<file path="src/rtl/multi_strobe_divider_pkg.sv">
// -----------------------------------------------------------------------------
// multi_strobe_divider_pkg
// Shared types and helpers for the multi-channel strobe divider:
//   - sd_state_e : per-channel FSM state (IDLE, RUN, DONE)
//   - sd_mode_e  : channel mode (PERIODIC, ONE_SHOT)
//   - sd_clog2   : ceiling log2 usable in parameter expressions
//   - sd_sel_w   : width of a channel-select field, never less than 1 bit
// -----------------------------------------------------------------------------
package multi_strobe_divider_pkg;

  typedef enum logic [1:0] {
    SD_IDLE = 2'd0,
    SD_RUN  = 2'd1,
    SD_DONE = 2'd2
  } sd_state_e;

  typedef enum logic {
    SD_PERIODIC = 1'b0,
    SD_ONE_SHOT = 1'b1
  } sd_mode_e;

  // Smallest r with 2**r >= value (0 for value <= 1).
  function automatic int unsigned sd_clog2(input int unsigned value);
    int unsigned result;
    result = 32'd0;
    for (int unsigned i = 32'd0; i < 32'd32; i++) begin
      if ((64'd1 << i) < 64'(value)) begin
        result = i + 32'd1;
      end
    end
    return result;
  endfunction

  // Channel-select width: a single channel still needs a 1-bit field.
  function automatic int unsigned sd_sel_w(input int unsigned channels);
    int unsigned w;
    w = sd_clog2(channels);
    if (w < 32'd1) begin
      w = 32'd1;
    end
    return w;
  endfunction

endpackage

</file>
<file path="src/rtl/multi_strobe_divider_channel.sv">
// -----------------------------------------------------------------------------
// strobe_div_channel
// One divider channel: shadow/active configuration registers, period counter
// and IDLE/RUN/DONE FSM. Emits a registered one-cycle strobe every Deff
// running cycles, Deff = max(D,1).
// Optional feature macro: STROBE_DIV_PHASE_EN (adds cfg_phase_i and a start
// phase applied on enable and on sync).
// Ports:
//   clk_i, nReset_i       clock, asynchronous active-low reset
//   en_i                  channel enable
//   sync_i                global restart (acts only in RUN)
//   wr_i                  decoded configuration write for this channel
//   cfg_div_i, cfg_mode_i new shadow divisor / mode
//   cfg_phase_i           new shadow phase (STROBE_DIV_PHASE_EN only)
//   strobe_o              registered one-cycle strobe
//   busy_o / done_o       registered RUN / DONE status
// -----------------------------------------------------------------------------
module strobe_div_channel
  import multi_strobe_divider_pkg::*;
#(
  parameter int unsigned CNT_W       = 16,
  parameter int unsigned DEFAULT_DIV = 10
) (
  input  logic             clk_i,
  input  logic             nReset_i,
  input  logic             en_i,
  input  logic             sync_i,
  input  logic             wr_i,
  input  logic [CNT_W-1:0] cfg_div_i,
  input  logic             cfg_mode_i,
`ifdef STROBE_DIV_PHASE_EN
  input  logic [CNT_W-1:0] cfg_phase_i,
`endif
  output logic             strobe_o,
  output logic             busy_o,
  output logic             done_o
);

  localparam logic [CNT_W-1:0] ZERO    = {CNT_W{1'b0}};
  localparam logic [CNT_W-1:0] ONE     = CNT_W'(1);
  localparam logic [CNT_W-1:0] DEF_DIV = CNT_W'(DEFAULT_DIV);

  // Terminal count value Deff-1; a divisor of 0 behaves like 1.
  function automatic logic [CNT_W-1:0] term_of(input logic [CNT_W-1:0] d);
    if (d == ZERO) begin
      return ZERO;
    end else begin
      return d - ONE;
    end
  endfunction

  sd_state_e        state_q, state_d;
  logic [CNT_W-1:0] cnt_q, cnt_d;
  logic [CNT_W-1:0] sh_div_q, sh_div_d;
  logic [CNT_W-1:0] act_div_q, act_div_d;
  sd_mode_e         sh_mode_q, sh_mode_d;
  sd_mode_e         act_mode_q, act_mode_d;
  logic             strobe_q, strobe_d;
  logic             busy_q, busy_d;
  logic             done_q, done_d;
  logic [CNT_W-1:0] start_s;
`ifdef STROBE_DIV_PHASE_EN
  logic [CNT_W-1:0] sh_phase_q, sh_phase_d;
  logic [CNT_W-1:0] act_phase_q, act_phase_d;
  logic [CNT_W-1:0] ld_term_s;
`endif

  // Shadow update; the same _d values feed any reload this cycle, which
  // gives write-through when a write coincides with a reload event.
  always_comb begin
    sh_div_d  = sh_div_q;
    sh_mode_d = sh_mode_q;
    if (wr_i) begin
      sh_div_d  = cfg_div_i;
      sh_mode_d = sd_mode_e'(cfg_mode_i);
    end else begin
      sh_div_d  = sh_div_q;
      sh_mode_d = sh_mode_q;
    end
  end

`ifdef STROBE_DIV_PHASE_EN
  // Phase shadow and counter start value min(P, Deff-1) of the value being loaded.
  always_comb begin
    sh_phase_d = sh_phase_q;
    if (wr_i) begin
      sh_phase_d = cfg_phase_i;
    end else begin
      sh_phase_d = sh_phase_q;
    end
    ld_term_s = term_of(sh_div_d);
    if (sh_phase_d > ld_term_s) begin
      start_s = ld_term_s;
    end else begin
      start_s = sh_phase_d;
    end
  end
`else
  // Without the phase feature every start is from zero.
  always_comb begin
    start_s = ZERO;
  end
`endif

  // Channel FSM, counter and reload next-state logic.
  always_comb begin
    state_d    = state_q;
    cnt_d      = cnt_q;
    act_div_d  = act_div_q;
    act_mode_d = act_mode_q;
    strobe_d   = 1'b0;
`ifdef STROBE_DIV_PHASE_EN
    act_phase_d = act_phase_q;
`endif
    case (state_q)
      SD_IDLE: begin
        if (en_i) begin
          state_d    = SD_RUN;
          cnt_d      = start_s;
          act_div_d  = sh_div_d;
          act_mode_d = sh_mode_d;
`ifdef STROBE_DIV_PHASE_EN
          act_phase_d = sh_phase_d;
`endif
        end else begin
          state_d = SD_IDLE;
          cnt_d   = ZERO;
        end
      end
      SD_RUN: begin
        if (!en_i) begin
          state_d = SD_IDLE;
          cnt_d   = ZERO;
        end else if (sync_i) begin
          // Sync beats a coincident terminal count: restart, no strobe.
          state_d    = SD_RUN;
          cnt_d      = start_s;
          act_div_d  = sh_div_d;
          act_mode_d = sh_mode_d;
`ifdef STROBE_DIV_PHASE_EN
          act_phase_d = sh_phase_d;
`endif
        end else if (cnt_q == term_of(act_div_q)) begin
          cnt_d      = ZERO;
          strobe_d   = 1'b1;
          act_div_d  = sh_div_d;
          act_mode_d = sh_mode_d;
`ifdef STROBE_DIV_PHASE_EN
          act_phase_d = sh_phase_d;
`endif
          // The mode of the period that just ended decides one-shot.
          if (act_mode_q == SD_ONE_SHOT) begin
            state_d = SD_DONE;
          end else begin
            state_d = SD_RUN;
          end
        end else begin
          state_d = SD_RUN;
          cnt_d   = cnt_q + ONE;
        end
      end
      SD_DONE: begin
        cnt_d = ZERO;
        if (!en_i) begin
          state_d = SD_IDLE;
        end else begin
          state_d = SD_DONE;
        end
      end
      default: begin
        state_d = SD_IDLE;
        cnt_d   = ZERO;
      end
    endcase
    busy_d = (state_d == SD_RUN);
    done_d = (state_d == SD_DONE);
  end

  // State, counter, configuration and output registers.
  always_ff @(posedge clk_i or negedge nReset_i) begin
    if (!nReset_i) begin
      state_q    <= SD_IDLE;
      cnt_q      <= ZERO;
      sh_div_q   <= DEF_DIV;
      act_div_q  <= DEF_DIV;
      sh_mode_q  <= SD_PERIODIC;
      act_mode_q <= SD_PERIODIC;
      strobe_q   <= 1'b0;
      busy_q     <= 1'b0;
      done_q     <= 1'b0;
`ifdef STROBE_DIV_PHASE_EN
      sh_phase_q  <= ZERO;
      act_phase_q <= ZERO;
`endif
    end else begin
      state_q    <= state_d;
      cnt_q      <= cnt_d;
      sh_div_q   <= sh_div_d;
      act_div_q  <= act_div_d;
      sh_mode_q  <= sh_mode_d;
      act_mode_q <= act_mode_d;
      strobe_q   <= strobe_d;
      busy_q     <= busy_d;
      done_q     <= done_d;
`ifdef STROBE_DIV_PHASE_EN
      sh_phase_q  <= sh_phase_d;
      act_phase_q <= act_phase_d;
`endif
    end
  end

  assign strobe_o = strobe_q;
  assign busy_o   = busy_q;
  assign done_o   = done_q;

endmodule

</file>
<file path="src/rtl/multi_strobe_divider.sv">
// -----------------------------------------------------------------------------
// multi_strobe_divider
// CHANNELS independent programmable strobe dividers sharing one write port
// and one global sync. Writes addressed beyond CHANNELS-1 match no channel.
// Optional feature macro: STROBE_DIV_PHASE_EN (adds cfg_phase_i).
// Ports:
//   clk_i, nReset_i   clock, asynchronous active-low reset
//   en_i              per-channel enable
//   sync_i            restart all running channels
//   cfg_we_i          configuration write strobe
//   cfg_ch_i          target channel
//   cfg_div_i         divisor D
//   cfg_mode_i        0 periodic, 1 one-shot
//   cfg_phase_i       start phase P (STROBE_DIV_PHASE_EN only)
//   strobe_o          per-channel registered strobe
//   busy_o / done_o   per-channel RUN / DONE status
// -----------------------------------------------------------------------------
module multi_strobe_divider
  import multi_strobe_divider_pkg::*;
#(
  parameter  int unsigned CHANNELS    = 4,
  parameter  int unsigned CNT_W       = 16,
  parameter  int unsigned DEFAULT_DIV = 10,
  localparam int unsigned CH_W        = sd_sel_w(CHANNELS)
) (
  input  logic                clk_i,
  input  logic                nReset_i,
  input  logic [CHANNELS-1:0] en_i,
  input  logic                sync_i,
  input  logic                cfg_we_i,
  input  logic [CH_W-1:0]     cfg_ch_i,
  input  logic [CNT_W-1:0]    cfg_div_i,
  input  logic                cfg_mode_i,
`ifdef STROBE_DIV_PHASE_EN
  input  logic [CNT_W-1:0]    cfg_phase_i,
`endif
  output logic [CHANNELS-1:0] strobe_o,
  output logic [CHANNELS-1:0] busy_o,
  output logic [CHANNELS-1:0] done_o
);

  logic [CHANNELS-1:0] wr_sel_s;

  for (genvar g = 0; g < CHANNELS; g++) begin : g_ch
    assign wr_sel_s[g] = cfg_we_i & (cfg_ch_i == CH_W'(g));

    strobe_div_channel #(
      .CNT_W       (CNT_W),
      .DEFAULT_DIV (DEFAULT_DIV)
    ) u_ch (
      .clk_i       (clk_i),
      .nReset_i    (nReset_i),
      .en_i        (en_i[g]),
      .sync_i      (sync_i),
      .wr_i        (wr_sel_s[g]),
      .cfg_div_i   (cfg_div_i),
      .cfg_mode_i  (cfg_mode_i),
`ifdef STROBE_DIV_PHASE_EN
      .cfg_phase_i (cfg_phase_i),
`endif
      .strobe_o    (strobe_o[g]),
      .busy_o      (busy_o[g]),
      .done_o      (done_o[g])
    );
  end

endmodule

</file>
<file path="config.mk">
export PLATFORM = sky130hd
export DESIGN_NAME = multi_strobe_divider
export DESIGN_NICKNAME = d
export VERILOG_FILES = /design/src/rtl/multi_strobe_divider_pkg.sv /design/src/rtl/multi_strobe_divider_channel.sv /design/src/rtl/multi_strobe_divider.sv
export SDC_FILE = /design/constraint.sdc
export NUM_CORES = 1
export LEC_CHECK = 0
export ABC_AREA = 1
export BUFFER_PORTS_ARGS = -buffer_cell sky130_fd_sc_hd__buf_2
export CAP_MARGIN = 20
export CORE_MARGIN = 5
export CORE_UTILIZATION = 60
export CTS_BUF_LIST = sky130_fd_sc_hd__clkbuf_4 sky130_fd_sc_hd__clkbuf_8 sky130_fd_sc_hd__clkbuf_16
export DETAILED_ROUTE_END_ITERATION = 12
export GPL_ROUTABILITY_DRIVEN = 0
export PLACE_DENSITY = 0.82
export SLEW_MARGIN = 0
export SYNTH_ARGS = -nofsm -noshare
export SYNTH_HDL_FRONTEND = slang
export SYNTH_SLANG_ARGS = --single-unit
</file>
<file path="constraint.sdc">
create_clock -name clk_i -period 5.52 [get_ports clk_i]
set_input_delay 0.276 -clock clk_i [delete_from_list [all_inputs] [get_ports clk_i]]
set_output_delay 0.276 -clock clk_i [all_outputs]
set_load 0.02 [all_outputs]
</file>
* Word-level counts from Yosys, hierarchy flattened
Index checks and enable logic that the tools add are counted.
W data, S select, Z words.
** Storage, ports and cells
- Flip-flop bits (word level) :: 220
- Latch bits :: 0
- Bits in writable memories :: 0
- Bits in read-only memories :: 0
- Memories kept :: 0
** Cells by class
- Add/sub/neg operators :: 8
- Multiply operators :: 0
- Div/mod/pow operators :: 0
- $lt $le $gt $ge :: 0
- Eq/ne operators :: 35
- Shift operators :: 0
- Muxes and demuxes :: 124
- Bitwise logic cells :: 4
- Reductions and logical operators :: 17
** Operators by type and width (count)
- $mux W16 :: 52
- $pmux W16 S2 :: 4
- $add A16 B1 Y16 const B :: 4
- $eq A16 B16 Y1 :: 4
- $logic_not A16 Y1 :: 4
- $sub A16 B1 Y16 const B :: 4
- $mux W1 :: 40
- $mux W2 :: 20
- $pmux W2 S3 :: 4
- $eq A2 B2 Y1 const B :: 10
- $eq A2 B1 Y1 const B :: 9
- $ne A2 B2 Y1 const B :: 8
- $reduce_and A4 Y1 :: 4
- $ne A3 B2 Y1 const B :: 4
- $logic_not A2 Y1 :: 5
- $pmux W1 S2 :: 4
- $reduce_bool A2 Y1 :: 4
- $and A1 B1 Y1 :: 4

* Depth between registers and ports, before layout
Gate-level depths: netlist of the first run.
- Depth in word-level cells :: 11
- Gate-level depth with buffers :: 19

* Modules after synthesis
Synthesis of the first run repeated with hierarchy kept, for this count alone.
** Second synthesis, totals
- Cell total of the unflattened synthesis :: 1646
- Area total of the unflattened synthesis :: 12669.7 µm²
** Modules (own cells, without submodules)
- strobe_div_channel (g_ch[0].u_ch ...) :: instances 2, cells an instance 435, area an instance 3249.4 µm², sequential area each 1381.3 µm²
- strobe_div_channel (g_ch[3].u_ch) :: instances 1, cells an instance 384, area an instance 3081.7 µm², sequential area each 1381.3 µm²
- strobe_div_channel (g_ch[2].u_ch) :: instances 1, cells an instance 384, area an instance 3059.2 µm², sequential area each 1381.3 µm²
- multi_strobe_divider :: instances 1, cells an instance 8, area an instance 30.0 µm², sequential area each 0.0 µm²

* Least setup slack after synthesis of the first run
Ideal clock, no wire load.
- Path kind :: reg-to-reg
- From :: reg g_ch[3].u_ch.act_div_q[1]
- To :: reg g_ch[3].u_ch.act_div_q[7]
- Library setup time :: 117 ps
- Arrival :: 2219 ps
- Setup slack :: 3184 ps
- Cell stages (with the launch flop) :: 17
- Path buffers :: 2
- Period minus slack after synthesis :: 2336 ps
- Cell sequence :: dfstp_2 -> inv_1 -> ha_1 -> nand3_2 -> nor2_1 -> nand2_2 -> buf_2 -> nand4_1 -> nand2_1 -> nand2_1 -> nor2_1 -> nand3_2 -> o21ai_4 -> nand2_4 -> buf_6 -> nand2_1 -> nand2_1
** Between the ends
- Cells in the longest elaborated chain, start to end :: 8
** RTL lines
- start, declared :: line multi_strobe_divider_channel.sv:55 : logic [CNT_W-1:0] act_div_q, act_div_d;
- start signal, assigned :: line multi_strobe_divider_channel.sv:199 : act_div_q <= act_div_d;
- $sub A16 B1 Y16 / $logic_not A16 Y1 (equally long branches) :: line multi_strobe_divider_channel.sv:48, multi_strobe_divider_channel.sv:45
- $mux W16 (*) :: line multi_strobe_divider_channel.sv:45 : if (d == ZERO) begin
- $mux W16 (*) :: line multi_strobe_divider_channel.sv:134 : end else if (sync_i) begin
- $mux W16 (*) :: line multi_strobe_divider_channel.sv:131 : if (!en_i) begin
- $mux W16 (*) :: line multi_strobe_divider_channel.sv:115 : case (state_q)
- $eq A16 B16 Y1 (*) :: line multi_strobe_divider_channel.sv:143 : end else if (cnt_q == term_of(act_div_q)) begin
- $ne A3 B2 Y1 (no source line) (*)
- $reduce_and A4 Y1 (no source line) (*)
Every way passes the cells marked *; elsewhere a longest branch is shown, timed or not. The select of a mux whose other input is x is not followed.
A chain may end at the register's enable or synchronous reset.

* Worst setup path in the final report of the first run
- From :: reg g_ch[2].u_ch.act_div_q[0]
- To :: reg g_ch[2].u_ch.cnt_q[15]
** Between the ends
- Cells in the longest elaborated chain, start to end :: 10
** RTL lines
- start, declared :: line multi_strobe_divider_channel.sv:55
- start signal, assigned :: line multi_strobe_divider_channel.sv:199
- $sub A16 B1 Y16 / $logic_not A16 Y1 (equally long branches) :: line multi_strobe_divider_channel.sv:48, multi_strobe_divider_channel.sv:45
- $mux W16 (*) :: line multi_strobe_divider_channel.sv:45
- $mux W16 (*) :: line multi_strobe_divider_channel.sv:134
- $mux W16 (*) :: line multi_strobe_divider_channel.sv:131
- $mux W16 (*) :: line multi_strobe_divider_channel.sv:115
- $eq A16 B16 Y1 (*) :: line multi_strobe_divider_channel.sv:143
- $mux W16 (*) :: line multi_strobe_divider_channel.sv:143
- $mux W16 (*) :: line multi_strobe_divider_channel.sv:134
- $mux W16 (*) :: line multi_strobe_divider_channel.sv:131
- $mux W16 (*)
- via g_ch[2].u_ch.cnt_d[15] :: line multi_strobe_divider_channel.sv:53 : logic [CNT_W-1:0] cnt_q, cnt_d;
- end signal, assigned :: line multi_strobe_divider_channel.sv:197 : cnt_q <= cnt_d;
- end, declared :: line multi_strobe_divider_channel.sv:53
Mark *: on every way through the listed nets, which the timed path passes. The rest lies on a longest branch. The select of a mux whose other input is x is not followed.

==> results of run 1 <==
[cells by family (layout without fill, tap and decap cells)]
logic type                 after synthesis  after routing  share of synthesized area, %
xor gates and xnor gates                51             51                         3.594
adders and majority gates                8              8                        0.8054
buffers and inverters                  251            284                         8.839
AOI/OAI and AO/OA                      113            113                         4.853
and+or+nand+nor                       1066           1066                         37.45
DFF                                    220            220                         44.46
[cells in the mapped netlist]
master	count
nand3_1	206
nand4_1	47
buf_2	8
inv_2	2
and2_1	2
buf_6	10
dfstp_2	16
nand2_4	9
o2111ai_1	1
nand2_2	1
o21ai_4	1
nand2_1	536
clkinv_1	1
o21ai_0	88
nor3b_1	3
nor2_1	198
nor2_2	15
nor2_4	3
inv_1	192
a21boi_0	2
nand3_2	8
nor4_1	4
a21oi_1	14
xor2_1	43
or2_1	1
clkbuf_1	19
buf_4	19
nand3b_1	8
dfrtp_1	204
xnor2_1	8
nor3_1	19
or2_2	6
o21bai_1	7
ha_1	8
[worst paths after layout]
| kind | startpoint | endpoint | slack [ns] | cells past startpoint |
|---|---|---|---|---|
| setup / recovery | g_ch[2].u_ch.act_div_q[0] | g_ch[2].u_ch.cnt_q[15] | 2.44 | 12 |
| hold / removal | en_i[0] | g_ch[0].u_ch.done_o | 0.03 | 3 |
| setup reg to reg | g_ch[2].u_ch.act_div_q[0] | g_ch[2].u_ch.cnt_q[15] | 2.44 | 12 |
| hold reg to reg | g_ch[1].u_ch.act_mode_q | g_ch[1].u_ch.act_mode_q | 0.47 | 2 |
| max in group asynchronous | nReset_i | g_ch[2].u_ch.cnt_q[6] | 3.86 | 3 |
| min in group asynchronous | nReset_i | g_ch[1].u_ch.cnt_q[3] | 0.37 | 2 |
[per-stage QoR]
step	setup slack [ns]	cells	hold WS [ns]	utilization, %	power, W
2_1_floorplan	3.184	1709	-0.01959	-	0.002784
3_3_place_gp	2.557	1967	0.3310	62.29	0.003009
3_5_place_dp	2.419	1967	0.3290	62.29	0.003046
4_1_cts	2.422	2012	0.003498	66.49	0.004739
5_1_grt	2.103	2012	0.02060	66.49	0.005014
6_report	2.442	2012	0.02781	66.49	0.004717
[layout by cell type (no fill, tap or decap), types with 4 or more instances in the layout]
master       n
o21bai_1     7
clkbuf_16   24
xnor2_1      8
nor2_1     198
dfrtp_1    204
clkbuf_4     5
nor3_1      19
bufinv_16    4
nor2_2      15
nor4_1       4
buf_2       37
ha_1         8
nand4_1     47
clkinv_2     6
inv_1      192
a21oi_1     14
nand3_1    206
buf_4        6
xor2_1      43
or2_2        6
o21ai_0     88
nand3b_1     8
nand2_1    536
dfstp_2     16
nand2_4      9
nand3_2      8
[timing repair]
item / 4_1_cts / 5_1_grt
endpoints found under the hold margin: 82 / 0
gates resized for setup: 0 / 0
hold buffers: 1 / 0
[power breakdown]
group / internal, W / switching [W]
sequential: 0.00180 / 0.000144
combinational: 0.000368 / 0.000731
clock: 0.00103 / 0.000644
total: 0.00320 / 0.00152
[registers in the layout, indices dropped and copies added, names as in the netlist, 8 cells and up]
register,cells
g_ch.u_ch.cnt_q,64
g_ch.u_ch.sh_div_q,64
g_ch.u_ch.act_div_q,64
g_ch.u_ch.state_q,8
[cell type report]
type                       count  area [µm²]
multi-input combinational   1238        5804
tap                          270       337.8
timing repair buffer          45       255.2
inverter                     195       732.0
clock buffer                  30       651.9
clock inverter                14       190.2
fill                        1732        6803
sequential                   220        5525
[metal layers]
| layer | share of wire (%) | vias to the layer above | routed length [µm] | GRT usage [%] |
|---|---|---|---|---|
| li1 | - | 5443 | - | - |
| met2 | 48 | 244 | 13330 | 39.61 |
| met1 | 45 | 4993 | 12320 | 31.48 |
| met4 | 2.5 | 0 | 691 | 6.224 |
| met5 | 0 | - | 0 | 0 |
| met3 | 4.3 | 54 | 1184 | 3.345 |
[worst max-delay path, stage by stage, from the launching register on]
cell and delay, ns:
dfrtp_1 0.38, inv_1 0.14, ha_1 0.25, nand2_1 0.16, nor2_1 0.13, nand2_1 0.47, nand3_1 0.30, nor2_1 0.07
nand3b_1 0.18, nor2_1 0.19, nand3_2 0.15, nand3_1 0.42, nor2_1 0.11
==> results.json, run 1 <==
{
  "status": "finished clean",
  "ys_types": 34,
  "cts_setup_buffers": 0,
  "startpoint_type": "register",
  "cts.sink_count": 220,
  "design_area_um2": 13500,
  "path_class": "reg2reg",
  "cts_buffers": 24,
  "drtPass1Iterations": 5,
  "ios": 39,
  "drcViolationCount": 0,
  "core_um2": 20300,
  "cts_tree": "done",
  "rsz0062_at_grt": "false",
  "grt_overflow": 0,
  "dpl_cell_area_um2": 12640,
  "cp_max_fo": 29,
  "hp-class": "in2reg",
  "grt_pass1_vias": 10040,
  "setup-violations-final": 0,
  "grt_start_max_net_pins": 92,
  "total_leakage_power_nw": 6.906,
  "cts_buffer_depth": 3,
  "synthCells": 1709,
  "power_density_nw_per_um2": 349.5,
  "yosys-top-cells-area": "dfrtp_1, nand2_1, nand3_1",
  "dieHeight_um": 153.9,
  "endpoint_kind": "register",
  "vias_per_cell": 5.335,
  "syn-mean-instance-area_um2": 7.272,
  "diodes": 0,
  "fin_nets": 1759,
  "yosys.area.top_type_share_pct": 41.08,
  "wirelength_mm": 27.52,
  "finalCriticalPeriod_ns": 3.078,
  "fin_crit_sh_pct": 55.77,
  "post_drt_wl_per_cell_um": 13.68,
  "fmax_ghz": 0.3249,
  "clkTransAtPathRegs_ns": 0.06,
  "num_vias": 10730,
  "cts-root-buf": "clkbuf_16",
  "synth_top_cell_by_area": "dfrtp_1",
  "dp_hpwl_mm": 19.93,
  "finClkSkew_ns": 0.02577,
  "max_slew_margin_pct": 32.41,
  "grt_pass1_wl_mm": 47.05,
  "die-area_um2": 23690,
  "drive_gt1_share_pct": 8.553,
  "arrival_ns": 3.45,
  "antenna_found_initial": 0,
  "die_x_um": 153.9,
  "worstMarginPinSlew_ns": 1.011,
  "gr-usage-all-layers_pct": 23.28,
  "ys_seq_elements": 220,
  "finalHoldViolations": 0,
  "syn2layout_area_growth_pct": 8.598,
  "fin_setup_tns_ns": 0,
  "yosysSeqAreaShare_pct": 44.46,
  "drtIter0Drc": 826,
  "cap_violations": 0,
  "slew_viol_final": 0,
  "io_buffers": 38,
  "yosys_warnings": 0,
  "worstPathRequired_ns": 5.89,
  "initial_core_util_pct": 61.22,
  "ir_worst_vdd_uv": 296.2,
  "clock_latency_ns": 0.53,
  "final_antenna_net_count": 0,
  "syn-num-nets": 1744,
  "htree_levels": 1,
  "fp-row-count": 52,
  "synth_area_um2": 12430
}
Power figures use the tool's default switching activity.
==> run 2: changes to the inputs <==
ABC_AREA = 0   (was 1)
CORE_UTILIZATION = 57   (was 60)
clock period = 2.55 ns   (was 5.52 ns; I/O delays follow)
==> run 2 against run 1 <==
- cell count is 19% lower
- first-iteration DRC count is 3.1% higher
- clock skew is 0.013 ns lower
- clock power is 96% higher
- the flow now finishes with violations (setup timing)
- die area is 0.36% higher
- hold slack better by 0.0018 ns
- clock-buffer cell count is 6 higher
- highest routed layer unchanged
- design area is 16% higher
- combinational power grew to 3.6 times the previous value
- largest power group unchanged
- worst setup slack worse by 3.2 ns
- via count is 6.4% lower
- utilization is 11 points higher
==> results.json, run 2 <==
{
  "ys_seq_elements": 220,
  "synth-compound-area-share_pct": 7.516,
  "max_slew_margin_pct": 43.15,
  "synth_async_sr_flop_share_pct": 100.0,
  "yosys.area.top_type_share_pct": 43.07,
  "arrival_ns": 3.68,
  "finalCriticalPeriod_ns": 3.292,
  "ys_types": 82,
  "antenna_found_initial": 0,
  "dp_slack_ns": -0.7082,
  "worstMarginPinSlew_ns": 0.8420,
  "vias_per_cell": 6.193,
  "timing.rr.start": "g_ch[3].u_ch.act_div_q[0]",
  "ys.flop_type": "dfrtp_1",
  "setup-violations-final": 152,
  "grt_pass1_wl_mm": 52.85,
  "cap_violations": 0,
  "power_density_nw_per_um2": 745.2,
  "grt_pass1_vias": 10190,
  "cp_max_fo": 17,
  "endpoint_kind": "register",
  "core_um2": 20360,
  "synth_edf_count": 0,
  "layout_common_cells": "dfrtp_1, buf_4, nor2_1",
  "hold_start": "cfg_div_i[1]",
  "ios": 39,
  "total_leakage_power_nw": 6.695,
  "dieHeight_um": 154.2,
  "status": "complete, but fails checks",
  "drtIter0Drc": 852,
  "finalHoldViolations": 0,
  "cts_tree": "done",
  "final_antenna_net_count": 0,
  "wirelength_mm": 34.69,
  "finClkSkew_ns": 0.01321,
  "path_class": "reg2reg",
  "fin_crit_sh_pct": 129.1,
  "grt_overflow": 0,
  "dp_hpwl_mm": 20.69,
  "cts_buffers": 23,
  "fillers": 1106,
  "yosysMostFrequentCell": "dfrtp_1",
  "place_inst": 1534,
  "post_drt_wl_per_cell_um": 21.38,
  "p_total_w": 0.01171,
  "cp-startpoint": "g_ch[3].u_ch.act_div_q[0]",
  "finalNonFillerCells": 1622,
  "syn2layout_area_growth_pct": 32.55,
  "grt_start_max_net_pins": 84,
  "clkTransAtPathRegs_ns": 0.06,
  "biggestRegsByFlops": "g_ch.u_ch.act_div_q (64), g_ch.u_ch.cnt_q (64), g_ch.u_ch.sh_div_q (64)",
  "worstPathRequired_ns": 2.94,
  "cts_buffer_depth": 3,
  "drtPass1Iterations": 5,
  "synth_area_um2": 11850,
  "diodes": 0,
  "synth-xor-area-share_pct": 8.276,
  "initial_core_util_pct": 58.20,
  "yosysSeqAreaShare_pct": 46.62,
  "yosys-top-cells-area": "dfrtp_1, mux2_2, xnor2_1",
  "yosys.area_share.adder_pct": 0.8445,
  "die-area_um2": 23780,
  "violations": "setup timing",
  "ir_worst_vdd_uv": 419.4,
  "startpoint_type": "register",
  "final_common_cell": "dfrtp_1",
  "slew_viol_final": 0,
  "setup_ws_ns": -0.7419,
  "syn-mean-instance-area_um2": 10.77,
  "synthCells": 1101,
  "htree_levels": 1,
  "clock_latency_ns": 0.51,
  "synth_mux_area_share_pct": 14.16,
  "hp-class": "in2reg",
  "cts.sink_count": 220,
  "synth_top_cells_by_count": "dfrtp_1, nor2_1, mux2_2",
  "cts-root-buf": "clkbuf_16",
  "die_x_um": 154.2,
  "synth_top_cell_by_area": "dfrtp_1",
  "synth_top_family_by_area": "simple AND/OR/NAND/NOR gates",
  "rsz0062_at_grt": "true",
  "syn-num-nets": 1136,
  "io_buffers": 38,
  "synth-simple-area-share_pct": 19.01,
  "drcViolationCount": 0,
  "fin_nets": 1372,
  "yosys_warnings": 0,
  "gr-usage-all-layers_pct": 27.04,
  "fmax_ghz": 0.3038,
  "fp-row-count": 52,
  "drive_gt1_share_pct": 42.83,
  "num_vias": 10050
}
==> run 2: cell count changes after synthesis, sizes merged, moves of 73 or more <==
| cell | change |
|---|---|
| mux2 | +137 |
| nand2 | -508 |
| inv | -166 |
| nor2 | -89 |
| nand3 | -149 |
| o21ai | -73 |
==> run 2: cell type report <==
type                            instances  area, µm²  share of cell area, %
Clock buffer                           36      710.7                  4.524
Clock inverter                          4      20.02                 0.1274
Inverter                               28      107.6                 0.6849
Multi-Input combinational cell        804       6798                  43.27
Sequential cell                       220       5528                  35.19
Tap cell                              270      337.8                  2.150
Timing Repair Buffer                  260       2208                  14.06
==> run 2: worst paths after layout <==
kind / endpoint / slack [ns] / cells past startpoint
min in group asynchronous: g_ch[1].u_ch.cnt_q[2] / 0.13 / 2
setup / recovery: g_ch[3].u_ch.act_div_q[12] / -0.74 / 12
hold reg to reg: g_ch[1].u_ch.sh_div_q[2] / 0.49 / 1
setup reg to reg: g_ch[3].u_ch.act_div_q[12] / -0.74 / 12
hold / removal: g_ch[0].u_ch.sh_div_q[1] / 0.03 / 2
max in group asynchronous: g_ch[2].u_ch.act_div_q[1] / 1.62 / 3
==> run 2: metrics by stage <==
| stage | util [%] | area, µm² | setup TNS, ns | hold WS (ns) |
|---|---|---|---|---|
| 2_1_floorplan | - | 12180 | -31.20 | -0.1681 |
| 3_5_place_dp | 67.71 | 13790 | -64.71 | 0.07729 |
| 5_1_grt | 77.14 | 15710 | -99.61 | 0.01465 |
| 4_1_cts | 75.13 | 15300 | -63.39 | 0.006016 |
| 3_3_place_gp | 67.71 | 13790 | -55.74 | 0.07432 |
| 6_report | 77.14 | 15710 | -84.33 | 0.02966 |
==> run 2: where the power goes <==
part           switching (W)  internal (W)  leakage, nW
sequential          0.000416       0.00404         2.74
combinational        0.00193       0.00205         3.58
clock                0.00136       0.00191        0.374
==> run 2: kinds of logic (layout without fill, tap and decap cells) <==
family          count (synthesis)  count (layout)
mux                           143             143
simple gates                  420             421
buf+inv                        80             328
compound gates                118             120
fa+ha+maj                       8               8
xor+xnor                      112             112
flops                         220             220
==> run 2: per-layer routing <==
metal	routed length [µm]	GRT usage, %	vias to the layer above
met4	1734	9.966	0
met3	2348	3.409	175
met5	0	0	-
met2	17270	47.00	487
met1	13330	34.80	4973
li1	-	-	4410
==> run 2: timing repair <==
| item | 4_1_cts | 5_1_grt |
|---|---|---|
| endpoints found under the hold margin | 163 | 0 |
| gates resized for setup | 87 | 56 |
| setup endpoints to repair | 152 | 152 |
| hold buffers | 15 | 0 |
| buffers inserted | 16 | 14 |
| cloned | 8 | 1 |
| pin swaps | 47 | 32 |
==> run 2: critical path: stages (launching register included) <==
cell	delay, ns
dfrtp_1	0.41
inv_2	0.09
ha_4	0.16
or4b_4	0.51
nor3_4	0.17
xor2_2	0.11
a222oi_1	0.41
o221ai_2	0.16
nor4b_4	0.30
nand4_1	0.14
o21a_1	0.21
buf_12	0.17
mux2_4	0.30
==> run 3: changes to the inputs <==
GPL_ROUTABILITY_DRIVEN = 1   (was 0)
HOLD_SLACK_MARGIN = 0.12   (was default)
==> run 3 against run 2 <==
- the flow still finishes with violations (setup timing)
- critical path depth rose by 1
- hold slack improved by 0.15 ns
- global-route usage fell by 0.20 points
- non-clock buffer count grew 16
- clock skew is 0.0052 ns higher
- sequential power barely moved
- design area increased by 3.6%
- critical path type unchanged
==> results.json, run 3 (synthesized netlist as in run 2, its figures left out) <==
{
  "worstPathRequired_ns": 2.95,
  "drive_gt1_share_pct": 46.72,
  "grt_pass1_vias": 10190,
  "cts.sink_count": 220,
  "drcViolationCount": 0,
  "gr-usage-all-layers_pct": 26.83,
  "layout_common_cells": "dfrtp_1, buf_4, mux2_2",
  "dp_hpwl_mm": 20.55,
  "hp-class": "in2async",
  "worstMarginPinSlew_ns": 0.6470,
  "cts_tree": "done",
  "cts-root-buf": "clkbuf_16",
  "violations": "setup timing",
  "power_density_nw_per_um2": 763.8,
  "setup_ws_ns": -0.5908,
  "diodes": 0,
  "finalNonFillerCells": 1640,
  "vias_per_cell": 6.016,
  "syn2layout_area_growth_pct": 37.38,
  "die_x_um": 154.2,
  "fmax_ghz": 0.3184,
  "slew_viol_final": 0,
  "grt_overflow": 0,
  "ir_worst_vdd_uv": 447.2,
  "finClkSkew_ns": 0.01839,
  "grt_start_max_net_pins": 81,
  "fp-row-count": 52,
  "io_buffers": 38,
  "hold_slack_ns": 0.1843,
  "die-area_um2": 23780,
  "clkTransAtPathRegs_ns": 0.06,
  "final_common_cell": "dfrtp_1",
  "endpoint_kind": "register",
  "finalHoldViolations": 0,
  "total_leakage_power_nw": 6.888,
  "startpoint_type": "register",
  "worst-r2r-cell-count": 13,
  "initial_core_util_pct": 58.20,
  "drtPass1Iterations": 5,
  "place.gp.congestion": 0.9163,
  "drtIter0Drc": 769,
  "cp_max_fo": 5,
  "status": "complete, but fails checks",
  "ios": 39,
  "cap_violations": 0,
  "post_drt_wl_per_cell_um": 20.76,
  "num_vias": 9867,
  "fin_nets": 1387,
  "clock_latency_ns": 0.52,
  "dp_slack_ns": -0.6618,
  "path_class": "reg2reg",
  "place_inst": 1540,
  "htree_levels": 1,
  "cts_buffers": 24,
  "fillers": 1121,
  "cts_buffer_depth": 3,
  "arrival_ns": 3.54,
  "max_slew_margin_pct": 56.86,
  "finalCriticalPeriod_ns": 3.141,
  "dieHeight_um": 154.2,
  "final_antenna_net_count": 0,
  "setup-violations-final": 152,
  "core_um2": 20360,
  "fin_crit_sh_pct": 123.2,
  "wirelength_mm": 34.04,
  "biggestRegsByFlops": "g_ch.u_ch.act_div_q (64), g_ch.u_ch.cnt_q (64), g_ch.u_ch.sh_div_q (64)",
  "rsz0062_at_grt": "true",
  "antenna_found_initial": 0,
  "grt_pass1_wl_mm": 52.58
}
run 3: changes by cell type in the layout (fill, tap and decap cells not counted), moves of 4 or more:
| cell | delta |
|---|---|
| nor2_1 | -31 |
| nor2_4 | +17 |
| nor2_2 | +14 |
| dlygate4sd3_1 | +7 |
| bufinv_16 | +5 |
| clkbuf_4 | -5 |
| buf_6 | +4 |
| clkbuf_16 | +4 |
| nor3_2 | +4 |
run 3: metrics by stage:
step           total power (W)  instance area [µm²]  util [%]  TNS (ns)
4_1_cts                0.01211                15680     76.97    -51.24
3_5_place_dp          0.007856                13850     67.99    -56.88
5_1_grt                0.01296                16280     79.96    -92.07
3_3_place_gp          0.007713                13850     67.99    -49.64
2_1_floorplan         0.006431                12180         -    -31.20
6_report               0.01244                16280     79.96    -63.82
run 3: report_power, final:
group,internal (W),total (W),leakage [nW],switching [W]
clock network,0.00245,0.00387,0.451,0.00142
logic,0.00219,0.00412,3.70,0.00193
registers,0.00405,0.00445,2.74,0.000401
run 3: cell type report:
type | count | area [µm²] | share of cell area (%)
clock buffers | 32 | 709.4 | 4.357
clock inverters | 12 | 185.2 | 1.137
inverters | 28 | 105.1 | 0.6455
multi-input cells | 802 | 6993 | 42.95
flip-flops and latches | 220 | 5532 | 33.97
well taps | 270 | 337.8 | 2.075
repair buffers | 276 | 2421 | 14.87
run 3: per-layer routing:
metal / global-route usage, % / wire, µm / vias to the layer above
met2: 46.42 / 17060 / 411
met5: 0 / 0 / -
met4: 8.284 / 1132 / 0
li1: - / - / 4436
met3: 4.331 / 2303 / 121
met1: 34.82 / 13550 / 4899
run 3: repair_timing:
action,CTS,global route
hold buffers,22,0
cloned,8,1
setup endpoints to repair,149,152
pin swaps,38,42
endpoints found under the hold margin,290,0
setup buffers,18,12
gates resized for setup,99,120
run 3: path summary, 6_finish.rpt:
kind	slack, ns	from	end
min in group clk_i	0.24	sync_i	g_ch[2].u_ch.strobe_o
hold / removal	0.18	nReset_i	g_ch[1].u_ch.cnt_q[8]
max in group asynchronous	1.49	nReset_i	g_ch[3].u_ch.sh_div_q[3]
setup / recovery	-0.59	g_ch[0].u_ch.act_div_q[0]	g_ch[0].u_ch.act_div_q[13]
setup reg to reg	-0.59	g_ch[0].u_ch.act_div_q[0]	g_ch[0].u_ch.act_div_q[13]
hold reg to reg	0.49	g_ch[3].u_ch.sh_div_q[6]	g_ch[3].u_ch.sh_div_q[6]
run 3: worst max-delay path: stages, from the launching register on:
cell	delay, ns
dfrtp_2	0.45
buf_6	0.13
nor3_4	0.28
buf_6	0.16
nand3_4	0.11
xnor2_1	0.15
nor3_1	0.26
a21o_1	0.18
a31oi_4	0.11
nor4_4	0.38
o21a_4	0.24
buf_12	0.13
buf_12	0.13
mux2_4	0.30
